<file path="src/rtl/div_pkg.sv">
// Shared types and constants for the restoring sequential divider.
package div_pkg;

    // Default operand widths: 16-bit dividend/quotient, 8-bit divisor/remainder.
    localparam int DIV_DVD_W = 16;
    localparam int DIV_DVS_W = 8;

    // One quotient bit is produced per step, so a full divide takes DVD_W steps.
    localparam int DIV_STEPS = 16;

    // Step counter value of the last step (the counter runs 0..15).
    localparam logic [4:0] DIV_CNT_LAST = 5'(DIV_STEPS - 1);

    typedef enum logic [1:0] {
        IDLE = 2'd0,
        CALC = 2'd1,
        DONE = 2'd2
    } div_state_e;

endpackage

</file>
<file path="src/rtl/div_step.sv">
// One restoring division step: compare the 9-bit partial remainder against the
// divisor, subtract when it fits and report the resulting quotient bit.
module div_step
    import div_pkg::*;
#(
    parameter int DVS_W = DIV_DVS_W
) (
    input  logic [DVS_W:0]   p,
    input  logic [DVS_W-1:0] divisor,
    output logic [DVS_W-1:0] rem_next,
    output logic             q_bit
);

    // Trial subtraction; the difference is below the divisor so its low bits suffice.
    always_comb begin
        if (p >= {1'b0, divisor}) begin
            rem_next = p[DVS_W-1:0] - divisor;
            q_bit    = 1'b1;
        end else begin
            rem_next = p[DVS_W-1:0];
            q_bit    = 1'b0;
        end
    end

endmodule

</file>
<file path="src/rtl/div_device.sv">
// Unsigned radix-2 restoring sequential divider (16 / 8 -> 16 quotient, 8 remainder).
// Optional build macro DIV_ZERO_DETECT_EN: a zero divisor skips the iteration,
// reports quotient=all ones, remainder=dividend low byte and raises dz.
// Without the macro dz is tied low and a zero divisor runs the normal 16 steps.
module div_device
    import div_pkg::*;
#(
    parameter int DVD_W = DIV_DVD_W,
    parameter int DVS_W = DIV_DVS_W
) (
    input  logic             base_clk,
    input  logic             reset,
    input  logic             start,
    input  logic [DVD_W-1:0] dividend,
    input  logic [DVS_W-1:0] divisor,
    output logic             busy,
    output logic             done,
    output logic [DVD_W-1:0] quotient,
    output logic [DVS_W-1:0] remainder,
    output logic             dz
);

    div_state_e       state_r;
    div_state_e       state_s;
    logic             accept_s;
    logic             finish_s;
    logic [DVD_W-1:0] dq_r;       // dividend bits shift out the top, quotient bits in the bottom
    logic [DVS_W-1:0] dvs_r;
    logic [DVS_W-1:0] rem_r;
    logic [4:0]       cnt_r;
    logic [DVD_W-1:0] quot_r;
    logic [DVS_W-1:0] remd_r;
    logic             busy_r;
    logic             done_r;
    logic [DVS_W:0]   p_s;
    logic [DVS_W-1:0] rem_next_s;
    logic             q_bit_s;
`ifdef DIV_ZERO_DETECT_EN
    logic             zero_s;
    logic             dz_r;
`endif

    assign p_s = {rem_r, dq_r[DVD_W-1]};

    div_step #(
        .DVS_W(DVS_W)
    ) u_step (
        .p        (p_s),
        .divisor  (dvs_r),
        .rem_next (rem_next_s),
        .q_bit    (q_bit_s)
    );

    // Next-state and control decode; start is only looked at in IDLE.
    always_comb begin
        state_s  = state_r;
        accept_s = 1'b0;
        finish_s = 1'b0;
`ifdef DIV_ZERO_DETECT_EN
        zero_s   = 1'b0;
`endif
        case (state_r)
            IDLE: begin
                if (start) begin
                    accept_s = 1'b1;
`ifdef DIV_ZERO_DETECT_EN
                    if (divisor == {DVS_W{1'b0}}) begin
                        zero_s  = 1'b1;
                        state_s = DONE;
                    end else begin
                        state_s = CALC;
                    end
`else
                    state_s = CALC;
`endif
                end else begin
                    state_s = IDLE;
                end
            end
            CALC: begin
                if (cnt_r == DIV_CNT_LAST) begin
                    finish_s = 1'b1;
                    state_s  = DONE;
                end else begin
                    state_s = CALC;
                end
            end
            DONE:    state_s = IDLE;
            default: state_s = IDLE;
        endcase
    end

    // State register.
    always_ff @(posedge base_clk or negedge reset) begin
        if (!reset) begin
            state_r <= IDLE;
        end else begin
            state_r <= state_s;
        end
    end

    // Operand latch, iteration datapath, result and status registers.
    always_ff @(posedge base_clk or negedge reset) begin
        if (!reset) begin
            dq_r   <= {DVD_W{1'b0}};
            dvs_r  <= {DVS_W{1'b0}};
            rem_r  <= {DVS_W{1'b0}};
            cnt_r  <= 5'd0;
            quot_r <= {DVD_W{1'b0}};
            remd_r <= {DVS_W{1'b0}};
            busy_r <= 1'b0;
            done_r <= 1'b0;
`ifdef DIV_ZERO_DETECT_EN
            dz_r   <= 1'b0;
`endif
        end else begin
            busy_r <= (state_s == CALC);
`ifdef DIV_ZERO_DETECT_EN
            done_r <= finish_s | zero_s;
`else
            done_r <= finish_s;
`endif
            if (accept_s) begin
                dq_r   <= dividend;
                dvs_r  <= divisor;
                rem_r  <= {DVS_W{1'b0}};
                cnt_r  <= 5'd0;
                quot_r <= {DVD_W{1'b0}};
                remd_r <= {DVS_W{1'b0}};
`ifdef DIV_ZERO_DETECT_EN
                dz_r   <= 1'b0;
                if (zero_s) begin
                    quot_r <= {DVD_W{1'b1}};
                    remd_r <= dividend[DVS_W-1:0];
                    dz_r   <= 1'b1;
                end
`endif
            end else if (state_r == CALC) begin
                dq_r  <= {dq_r[DVD_W-2:0], q_bit_s};
                rem_r <= rem_next_s;
                cnt_r <= cnt_r + 5'd1;
                if (finish_s) begin
                    quot_r <= {dq_r[DVD_W-2:0], q_bit_s};
                    remd_r <= rem_next_s;
                end
            end
        end
    end

    assign busy      = busy_r;
    assign done      = done_r;
    assign quotient  = quot_r;
    assign remainder = remd_r;
`ifdef DIV_ZERO_DETECT_EN
    assign dz        = dz_r;
`else
    assign dz        = 1'b0;
`endif

endmodule
</file>
<file path="config.mk">
export PLATFORM = sky130hd
export DESIGN_NAME = div_device
export DESIGN_NICKNAME = d
export VERILOG_FILES = /design/src/rtl/div_pkg.sv /design/src/rtl/div_step.sv /design/src/rtl/div_device.sv
export SDC_FILE = /design/constraint.sdc
export NUM_CORES = 1
export LEC_CHECK = 0
export CAP_MARGIN = 5
export CORE_MARGIN = 2
export CORE_UTILIZATION = 47
export DETAILED_ROUTE_END_ITERATION = 8
export PLACE_DENSITY = 0.75
export SLEW_MARGIN = 20
export SYNTH_ARGS = -nofsm -noshare
export SYNTH_HDL_FRONTEND = slang
export SYNTH_SLANG_ARGS = --single-unit
export TNS_END_PERCENT = 1
</file>
<file path="constraint.sdc">
create_clock -name base_clk -period 2 [get_ports base_clk]
set_input_delay 0.5 -clock base_clk [delete_from_list [all_inputs] [get_ports base_clk]]
set_output_delay 0.5 -clock base_clk [all_outputs]
set_load 0.005 [all_outputs]
</file>
# After elaboration in Yosys (flattened, before gate mapping)
# Index checks and enable logic that the tools add are counted.
[word_totals] register_bits=65 latch_bits=0 ramBits=0 romBits=0 out_inout_bits=27 wordCells=40 memories=0
[op_classes] addsub=2 mul=0 div_mod_pow=0 order_cmp=1 eq_ne=3 shift=0 n_mux=21 n_bitwise=0 n_reduce_logical=4
[op_table] operator="$mux 16" n=5
[op_table] operator="$mux 8" n=6
[op_table] operator="$mux 5" n=2
[op_table] operator="$ge 9x8->1" n=1
[op_table] operator="$sub 8x8->8" n=1
[op_table] operator="$mux 1" n=6
[op_table] operator="$add 5x1->5 const B" n=1
[op_table] operator="$eq 5x4->1 const B" n=1
[op_table] operator="$eq 2x1->1 const B" n=2
[op_table] operator="$pmux 2 s2" n=1
[op_table] operator="$reduce_bool 2->1" n=2
[op_table] operator="$logic_not 2->1" n=1
[op_table] operator="$mux 2" n=1
[op_table] operator="$reduce_and 2->1" n=1

# Logic depth before layout (Yosys ltp)
# Gate-level depths: netlist of the first run.
[logic_depth] word_depth=6 ltp_mapped=9 ltp_nobuf=9

# By module
# Synthesis of the first run repeated with hierarchy kept, for this count alone.
[hier_totals] cells_unflattened=328 hier_area_um2=3430.8
[modules_own_cells] module="div_device" instances=1 cells_per_inst=259 area_per_inst_um2=2910.3 seq_area_each_um2=1626.6
[modules_own_cells] module="div_step" instances=1 cells_per_inst=69 area_per_inst_um2=520.5 seq_area_each_um2=0.0

# Worst setup path after synthesis of the first run
# No wires, ideal clock.
[synth_path] kind="register to register" from="register rem_r[2]" to="register remd_r[5], in the netlist remainder[5]" setup_ps=126 t_arrival_ps=1909 required_ps=1874 slack_ps=-35 path_stages_with_launch=9 n_path_buf=1 period_less_slack_ps=2035 path_cell_list="dfrtp_1 -> ha_1 -> and3_1 -> a31oi_1 -> nand3_1 -> a41oi_2 -> buf_6 -> mux2i_1 -> a21oi_1"
[synth_via] elab_chain_cells=5 elab_cells_between_ends=6 classes_between="add/sub (1); order compare (1); mux (4)"
[synth_rtl] element="start, declared" line_no="div_device.sv:29" source="logic [DVS_W-1:0] rem_r;"
[synth_rtl] element="start signal, assigned" line_no="div_device.sv:107" source="rem_r <= {DVS_W{1'b0}};"
[synth_rtl] element="start signal, assigned" line_no="div_device.sv:126" source="rem_r <= {DVS_W{1'b0}};"
[synth_rtl] element="start signal, assigned" line_no="div_device.sv:140" source="rem_r <= rem_next_s;"
[synth_rtl] element="$sub 8x8->8 or $ge 9x8->1 (tied branches)" line_no="div_step.sv:17, div_step.sv:16"
[synth_rtl] element="$mux 8 *" line_no="div_step.sv:16" source="if (p >= {1'b0, divisor}) begin"
[synth_rtl] element="$mux 8 *" line_no="div_device.sv:142" source="if (finish_s) begin"
[synth_rtl] element="$mux 8 *" line_no="div_device.sv:138" source="end else if (state_r == CALC) begin"
[synth_rtl] element="$mux 8 *" line_no="div_device.sv:123" source="if (accept_s) begin"
[synth_rtl] element="end signal, assigned" line_no="div_device.sv:110" source="remd_r <= {DVS_W{1'b0}};"
[synth_rtl] element="end signal, assigned" line_no="div_device.sv:129" source="remd_r <= {DVS_W{1'b0}};"
[synth_rtl] element="end signal, assigned" line_no="div_device.sv:144" source="remd_r <= rem_next_s;"
[synth_rtl] element="end, declared" line_no="div_device.sv:32" source="logic [DVS_W-1:0] remd_r;"
# Mark *: on every way between the ends. The rest lies on a longest branch, timed or not. The select of a mux whose other input is x is not followed.
# A chain may end at the register's enable or synchronous reset.

# Worst setup path after layout of the first run
[layout_path] from="register rem_r[0]" to="register rem_r[6]"
[layout_via] elab_chain_cells=4 elab_cells_between_ends=5 classes_between="add/sub (1); order compare (1); mux (3)"
[layout_rtl] element="$sub 8x8->8 or $ge 9x8->1 (tied branches)" line_no="div_step.sv:17, div_step.sv:16"
[layout_rtl] element="$mux 8 *" line_no="div_step.sv:16"
[layout_rtl] element="$mux 8 *" line_no="div_device.sv:138"
[layout_rtl] element="$mux 8 *" line_no="div_device.sv:123"
# Marks and branches as above.

==> results.md, run 1 <==
- CTS root buffer: clkbuf_8
- Post-synthesis compound-gate area fraction: around 17%
- Mux share of post-synthesis cell area: 7.74%
- H-tree depth: 3
- IO Count: 54
- First-pass GRT wire length: 12.1 mm
- Mapped Nets: 348
- FFs w/ async S/R, synth: 100%
- Setup tns final: -101 ps
- Sw Pwr: around 3000 uW
- Synthesis-to-layout area growth: 40.6%
- Pins Over Slew Limit: 0
- Largest net degree at the start of global routing: 34
- DRT Wirelength: 7.51 mm
- Cells on worst reg2reg path: 9
- Share of cells above drive strength 1: 20.7%
- Period utilization: 103%
- Power share of the clock group: between 10% and 20%
- WL/cell: between 15 and 20 um
- Worst-path clk slew: 70 ps
- Initial antenna violation count: 0
- Die area: 7090 um^2
- Combinational share of power: 55.5%
- Flop pwr share: between 20 and 30%
- Worst-Margin Slew: between 500 and 600 ps
- VDD IR max: 0.00120 V
- Die width: 84.2 um
- Run status: finished, violations left
- DRC viols: 0
- Sequential share of the synthesized area: 53.0%
- Final Hold Viols: 0
- Adder-cell share of the synthesized area: 4.80%
- Cts bufs inserted: 9
- RSZ-0062 raised after global routing: true
- Crit. End Element: flop
- Dpl hpwl: 4.79 mm
- Initial Utilization: 48.2%
- FILL cells: 482
- Fmax: 486 MHz
- Initial DRC Count: 159
- Post-route ant nets: 0
- Slew margin rel.: 65.9%
- Hold slack: 74.4 ps
- Total number of yosys warnings: 0
- Worst setup SP type: flop
- Worst Setup SP: rem_r[0]
- Post-synth EDFFs: 0
- Crit-path max FO: 2
- # setup viols final: 2
- Fin crit period: 2060 ps
- Top-count cell post-synth: nand2_1
- Tot Pwr: 8110 uW
- R2R Path Start: rem_r[0]
- Vias in the first global route: 2575
- MaxCap Viol Count: 0
- Pleak: 0.00179 uW
- # rows: 29
- Clock Tree Buf Depth: 2
- Mapped cell area: 3020 um^2
- Antenna Cells: 0
- Non-Filler Instances: approximately 470
- Multi-input gate area: 1430 um^2
- Final nets: 430
- Total overflow reported by the global router: 0
- Hold Crit Class: primary input to async pin
- Critical Path End: rem_r[6]
- Synth area leader: dfrtp_1
- CP Class: flop to flop
- Failing checks: negative setup slack
- Vias: 2544
- Switch share: 37.0%
- Post-synth top cells: nand2_1, dfrtp_1, o21ai_0, a21oi_1, mux2i_1
- DR vias/cell: ~5.4
- Final GP Congestion: 0.878
- #FFs+latches synth: 64
- Syn Area/Cell: 9.76 um^2
- Largest family of logic cells by synthesized area: compound AO/OA/AOI/OAI gates
- Reg-to-reg slack, setup: -60 ps
- Synth Area in XOR/XNOR: 1.16%
- Clock sink count: 64
- Reg area: ~1600 um^2
- Top FF cell, synth: dfrtp_1
- Final core utilization: 67.7%
- Pwr dens: 1910 nW/um^2
- Area contributors post-synth: dfrtp_1, nand2_1, mux2i_1
- Post-route clock skew: 8.26 ps
- DP Cell Count: 448
- Total core area: 6280 um^2
- Top-area cell type share of the netlist area: about 53%
- CP arrival: 2270 ps
- Internal: between 5000 and 6000 uW
- TritonCTS clock tree: done
- Post-Synth Simple-Gate Area: 11.7%
- Critical Path RT: ~2200 ps
- Latest clock arrival within the worst-skew pair: 340 ps
- Worst setup margin: -57.3 ps
- TritonRoute pass-1 iters: 4
- Chip height: 84.2 um
- IO Port Bufs: 52
- GRT Total Usage: 22.0%
- Synth Instances: 310
- Synth unique cells: 40
- Worst r2r dst: rem_r[6]
[logic make-up after synthesis]
logic type	Yosys count
AO/OA/AOI/OAI	90
AND/OR/NAND/NOR	86
flip-flops	64
buffers and inverters	31
multiplexers	23
adder cells (fa/ha/maj)	11
XOR/XNOR	4
other	1
[through the flow]
| stage | worst slack [ps] | instance area [um^2] |
|---|---|---|
| detailed placement | -166 | 3820 |
| CTS | -52.0 | 4170 |
| global placement | -28.0 | 3820 |
| global route | -128 | 4250 |
| floorplan | 30.1 | 3040 |
| finish | -57.3 | 4250 |
[worst min path at each step]
stage	from	end	slack, ps	cells after the start
finish	reset	dq_r[12]	70	1
global route	reset	dq_r[12]	90	1
CTS	reset	dq_r[12]	80	1
detailed placement	reset	rem_r[1]	450	1
global placement	reset	rem_r[1]	440	1
floorplan	reset	busy	200	0
[area by class of cell]
class,instances,area share [%]
flip-flops and latches,64,37.7
multi-input cells,215,33.6
repair buffers,88,20.0
clock buffers,12,3.65
well taps,77,2.27
clock inverters,3,1.53
inverters,14,1.29
[registers in the layout (all words and copies together), names as in the netlist]
name       flops
remainder      8
busy           1
done           1
dq_r          16
dvs_r          8
state_r        1
cnt_r          5
quotient      16
rem_r          8
[timing repair]
action,4_1_cts,5_1_grt
hold buffers,0,0
pin swaps,7,10
buffers inserted,6,4
setup endpoints to repair,18,22
resized for setup,19,15
[critical path: stages, from the launching register on]
cell and delay [ps]:
dfrtp_1 430, buf_6 150, inv_4 50, fa_2 210
nor2b_2 50, o31a_1 270, buf_4 150, a311o_1 350
mux2i_1 190, o21ai_1 90
[power groups by stage]
stage | clock (uW) | sequential (uW) | combinational [uW]
final | 1250 | 2360 | 4500
after detailed placement | 0 | 2330 | 3670
after global placement | 0 | 2300 | 3540
after floorplan | 0 | 2270 | 2300
after global routing | 1320 | 2430 | 4900
after CTS | 1260 | 2330 | 4150
[layer usage]
| layer | GRT usage, % | vias to the layer above | wire [um] |
|---|---|---|---|
| li1 | - | 1230 | - |
| met1 | 27.9 | 1205 | 3230 |
| met2 | 35.8 | 87 | 3680 |
| met3 | 4.33 | 22 | 362 |
| met4 | 12.0 | 0 | 234 |
| met5 | 0 | - | 0 |
[placed cells by master (no fill, tap or decap), types with 3 or more instances in the layout]
| cell | instances |
|---|---|
| buf_12 | 4 |
| inv_1 | 7 |
| mux2i_1 | 17 |
| mux2i_2 | 3 |
| ha_4 | 6 |
| o31ai_1 | 4 |
| buf_6 | 4 |
| dfrtp_1 | 64 |
| nor2_1 | 5 |
| o21ai_0 | 35 |
| clkdlybuf4s50_1 | 51 |
| clkbuf_8 | 11 |
| o21ai_1 | 8 |
| inv_2 | 6 |
| buf_4 | 28 |
| a21oi_1 | 22 |
| nand2_1 | 68 |
| ha_1 | 4 |
(Power assumes the default switching activity.)
==> run 2: changes to the inputs <==
==> constraint.sdc (replaced) <==
create_clock -name base_clk -period 1.8 [get_ports base_clk]
set_input_delay 0.45 -clock base_clk [delete_from_list [all_inputs] [get_ports base_clk]]
set_output_delay 0.45 -clock base_clk [all_outputs]
set_load 0.005 [all_outputs]
==> results.md, run 2 (synthesized netlist as in run 1, its figures left out) <==
- Run status: finished, violations left (unchanged)
- Failing checks: negative setup slack (unchanged)
- Synthesis-to-layout area growth: 41.4% (was 40.6%)
- Critical Path RT: 2020 ps (was 2210 ps)
- CTS root buffer: clkbuf_8 (unchanged)
- Worst setup SP type: flop (unchanged)
- Antenna Cells: 0 (unchanged)
- Met2 global-route usage: 33.8% (was 35.8%)
- Pleak: 0.00180 uW (was 0.00179 uW)
- CP Class: flop to flop (unchanged)
- Commonest cells after routing, fill and taps aside: nand2_1, dfrtp_1, clkdlybuf4s50_1 (unchanged)
- Pins Over Slew Limit: 0 (unchanged)
- Dpl hpwl: 5.06 mm (was 4.79 mm)
- CP arrival: 2280 ps (was 2270 ps)
- Largest net degree at the start of global routing: 65 (was 34)
- Crit. End Element: flop (unchanged)
- Vias in the first global route: 2489 (was 2575)
- IO Port Bufs: 52 (unchanged)
- TritonRoute pass-1 iters: 4 (unchanged)
- Cts bufs inserted: 9 (unchanged)
- WL/cell: 15.6 um (was 15.9 um)
- Clock Tree Buf Depth: 2 (unchanged)
- DRT Wirelength: 7.47 mm (was 7.51 mm)
- Total core area: 6280 um^2 (unchanged)
- Period utilization: 115% (was 103%)
- Fin crit period: 2060 ps (about the same)
- GRT Total Usage: 21.9% (was 22.0%)
- Fmax: 484 MHz (was 486 MHz)
- GR peak layer: met2 (unchanged)
- Vias: 2568 (was 2544)
- Final Hold Viols: 0 (unchanged)
- Setup tns final: -3740 ps (was -101 ps)
- Initial Utilization: 48.2% (unchanged)
- Hold Crit Class: primary input to async pin (unchanged)
- Die area: 7090 um^2 (unchanged)
- Initial antenna violation count: 0 (unchanged)
- MaxCap Viol Count: 0 (unchanged)
- DR vias/cell: 5.36 (was 5.38)
- IO Count: 54 (unchanged)
- VDD IR max: 0.000965 V (was 0.00120 V)
- Post-route clock skew: 9.89 ps (was 8.26 ps)
- Tot Pwr: 8940 uW (was 8110 uW)
- Hold-fix buffers, CTS: 0 (unchanged)
- Crit-path max FO: 5 (was 2)
- Post-route ant nets: 0 (unchanged)
- H-tree depth: 3 (unchanged)
- RSZ-0062 raised after global routing: true (unchanged)
- Place WS: -248 ps (was -166 ps)
- Worst setup margin: -265 ps (was -57.3 ps)
- GRT met1 Usage: 29.3% (was 27.9%)
- Clock sink count: 64 (unchanged)
- Share of cells above drive strength 1: 22.4% (was 20.7%)
- Leading cell type in the layout, fill and taps excluded: nand2_1 (unchanged)
- Worst-path clk slew: 70 ps (about the same)
- Met3 Track Usage GR: 4.23% (was 4.33%)
- TritonCTS clock tree: done (unchanged)
- Total overflow reported by the global router: 0 (unchanged)
- First-pass GRT wire length: 12.0 mm (was 12.1 mm)
- DRC viols: 0 (unchanged)
- # setup viols final: 18 (was 2)
- Die width: 84.2 um (unchanged)
- Chip height: 84.2 um (unchanged)
- FILL cells: 482 (unchanged)
- Final nets: 435 (was 430)
- Pwr dens: 2090 nW/um^2 (was 1910 nW/um^2)
- Cells on worst reg2reg path: 8 (was 9)
- Final GP Congestion: 0.863 (was 0.878)
- Latest clock arrival within the worst-skew pair: 350 ps (was 340 ps)
- Initial DRC Count: 143 (was 159)
- # rows: 29 (unchanged)
-- run 2: changes by cell type in the layout (fill, tap and decap cells not counted), sizes merged --
cell / before / now
buf: 37 / 42
clkinv: 1 / 3
bufinv: 2 / 1
clkbuf: 12 / 11
clkinvlp: 0 / 1
-- run 2: area by class of cell --
class | instances | area [um^2] | area share, %
Clock buffer | 11 | 141 | 3.31
Clock inverter | 5 | 56.3 | 1.32
Inverter | 14 | 52.6 | 1.23
Multi-Input combinational cell | 215 | 1450 | 33.9
Sequential cell | 64 | 1600 | 37.5
Tap cell | 77 | 96.3 | 2.25
Timing Repair Buffer | 93 | 876 | 20.5
-- run 2: timing repair --
action | in CTS | in global routing
setup buffers | 0 | 5
pin swaps | 1 | 10
setup endpoints to repair | 20 | 33
gates cloned | 0 | 0
gates resized for setup | 7 | 21
-- run 2: path summary, 6_finish.rpt --
| path | start | end | slack (ps) |
|---|---|---|---|
| worst max-delay path | rem_r[0] | remainder[5] | -260 |
| worst min-delay path | reset | dvs_r[3] | 100 |
| worst max register to register | rem_r[0] | remainder[5] | -260 |
| worst min register to register | remainder[7] | remainder[7] | 500 |
| max in group asynchronous | reset | remainder[7] | 1410 |
| min in group base_clk | remainder[7] | remainder[7] | 500 |
-- run 2: layer usage --
layer  vias to the layer above  routed length, um
li1                       1237                  -
met1                      1237               3300
met2                        71               3560
met3                        23                349
met4                         0                249
met5                         -                  0
-- run 2: worst max-delay path, cell delays in order, from the launching register on --
cell     delay [ps]
dfrtp_1         430
ha_4            270
nor2b_4         130
o21ai_2         160
nand3_2         120
a41oi_4         290
buf_6           190
mux2i_2         250
a21oi_1         100
-- run 2: per-stage QoR --
step           area (um^2)  instances  hold WS, ps  utilization (%)
3_3_place_gp          3940        459          463             62.7
2_1_floorplan         3080        310          154                -
3_5_place_dp          3940        459          472             62.7
4_1_cts               4160        475          121             66.3
6_report              4280        479         99.9             68.1
5_1_grt               4280        479          131             68.1
-- run 2: report_power, final --
group / leakage (uW) / internal [uW] / switching, uW / total [uW]
Clock: 0.0000993 / 675 / 567 / 1240
Sequential: 0.000786 / 2150 / 493 / 2640
Combinational: 0.000912 / 2710 / 2350 / 5060
Total: 0.00180 / 5530 / 3410 / 8940
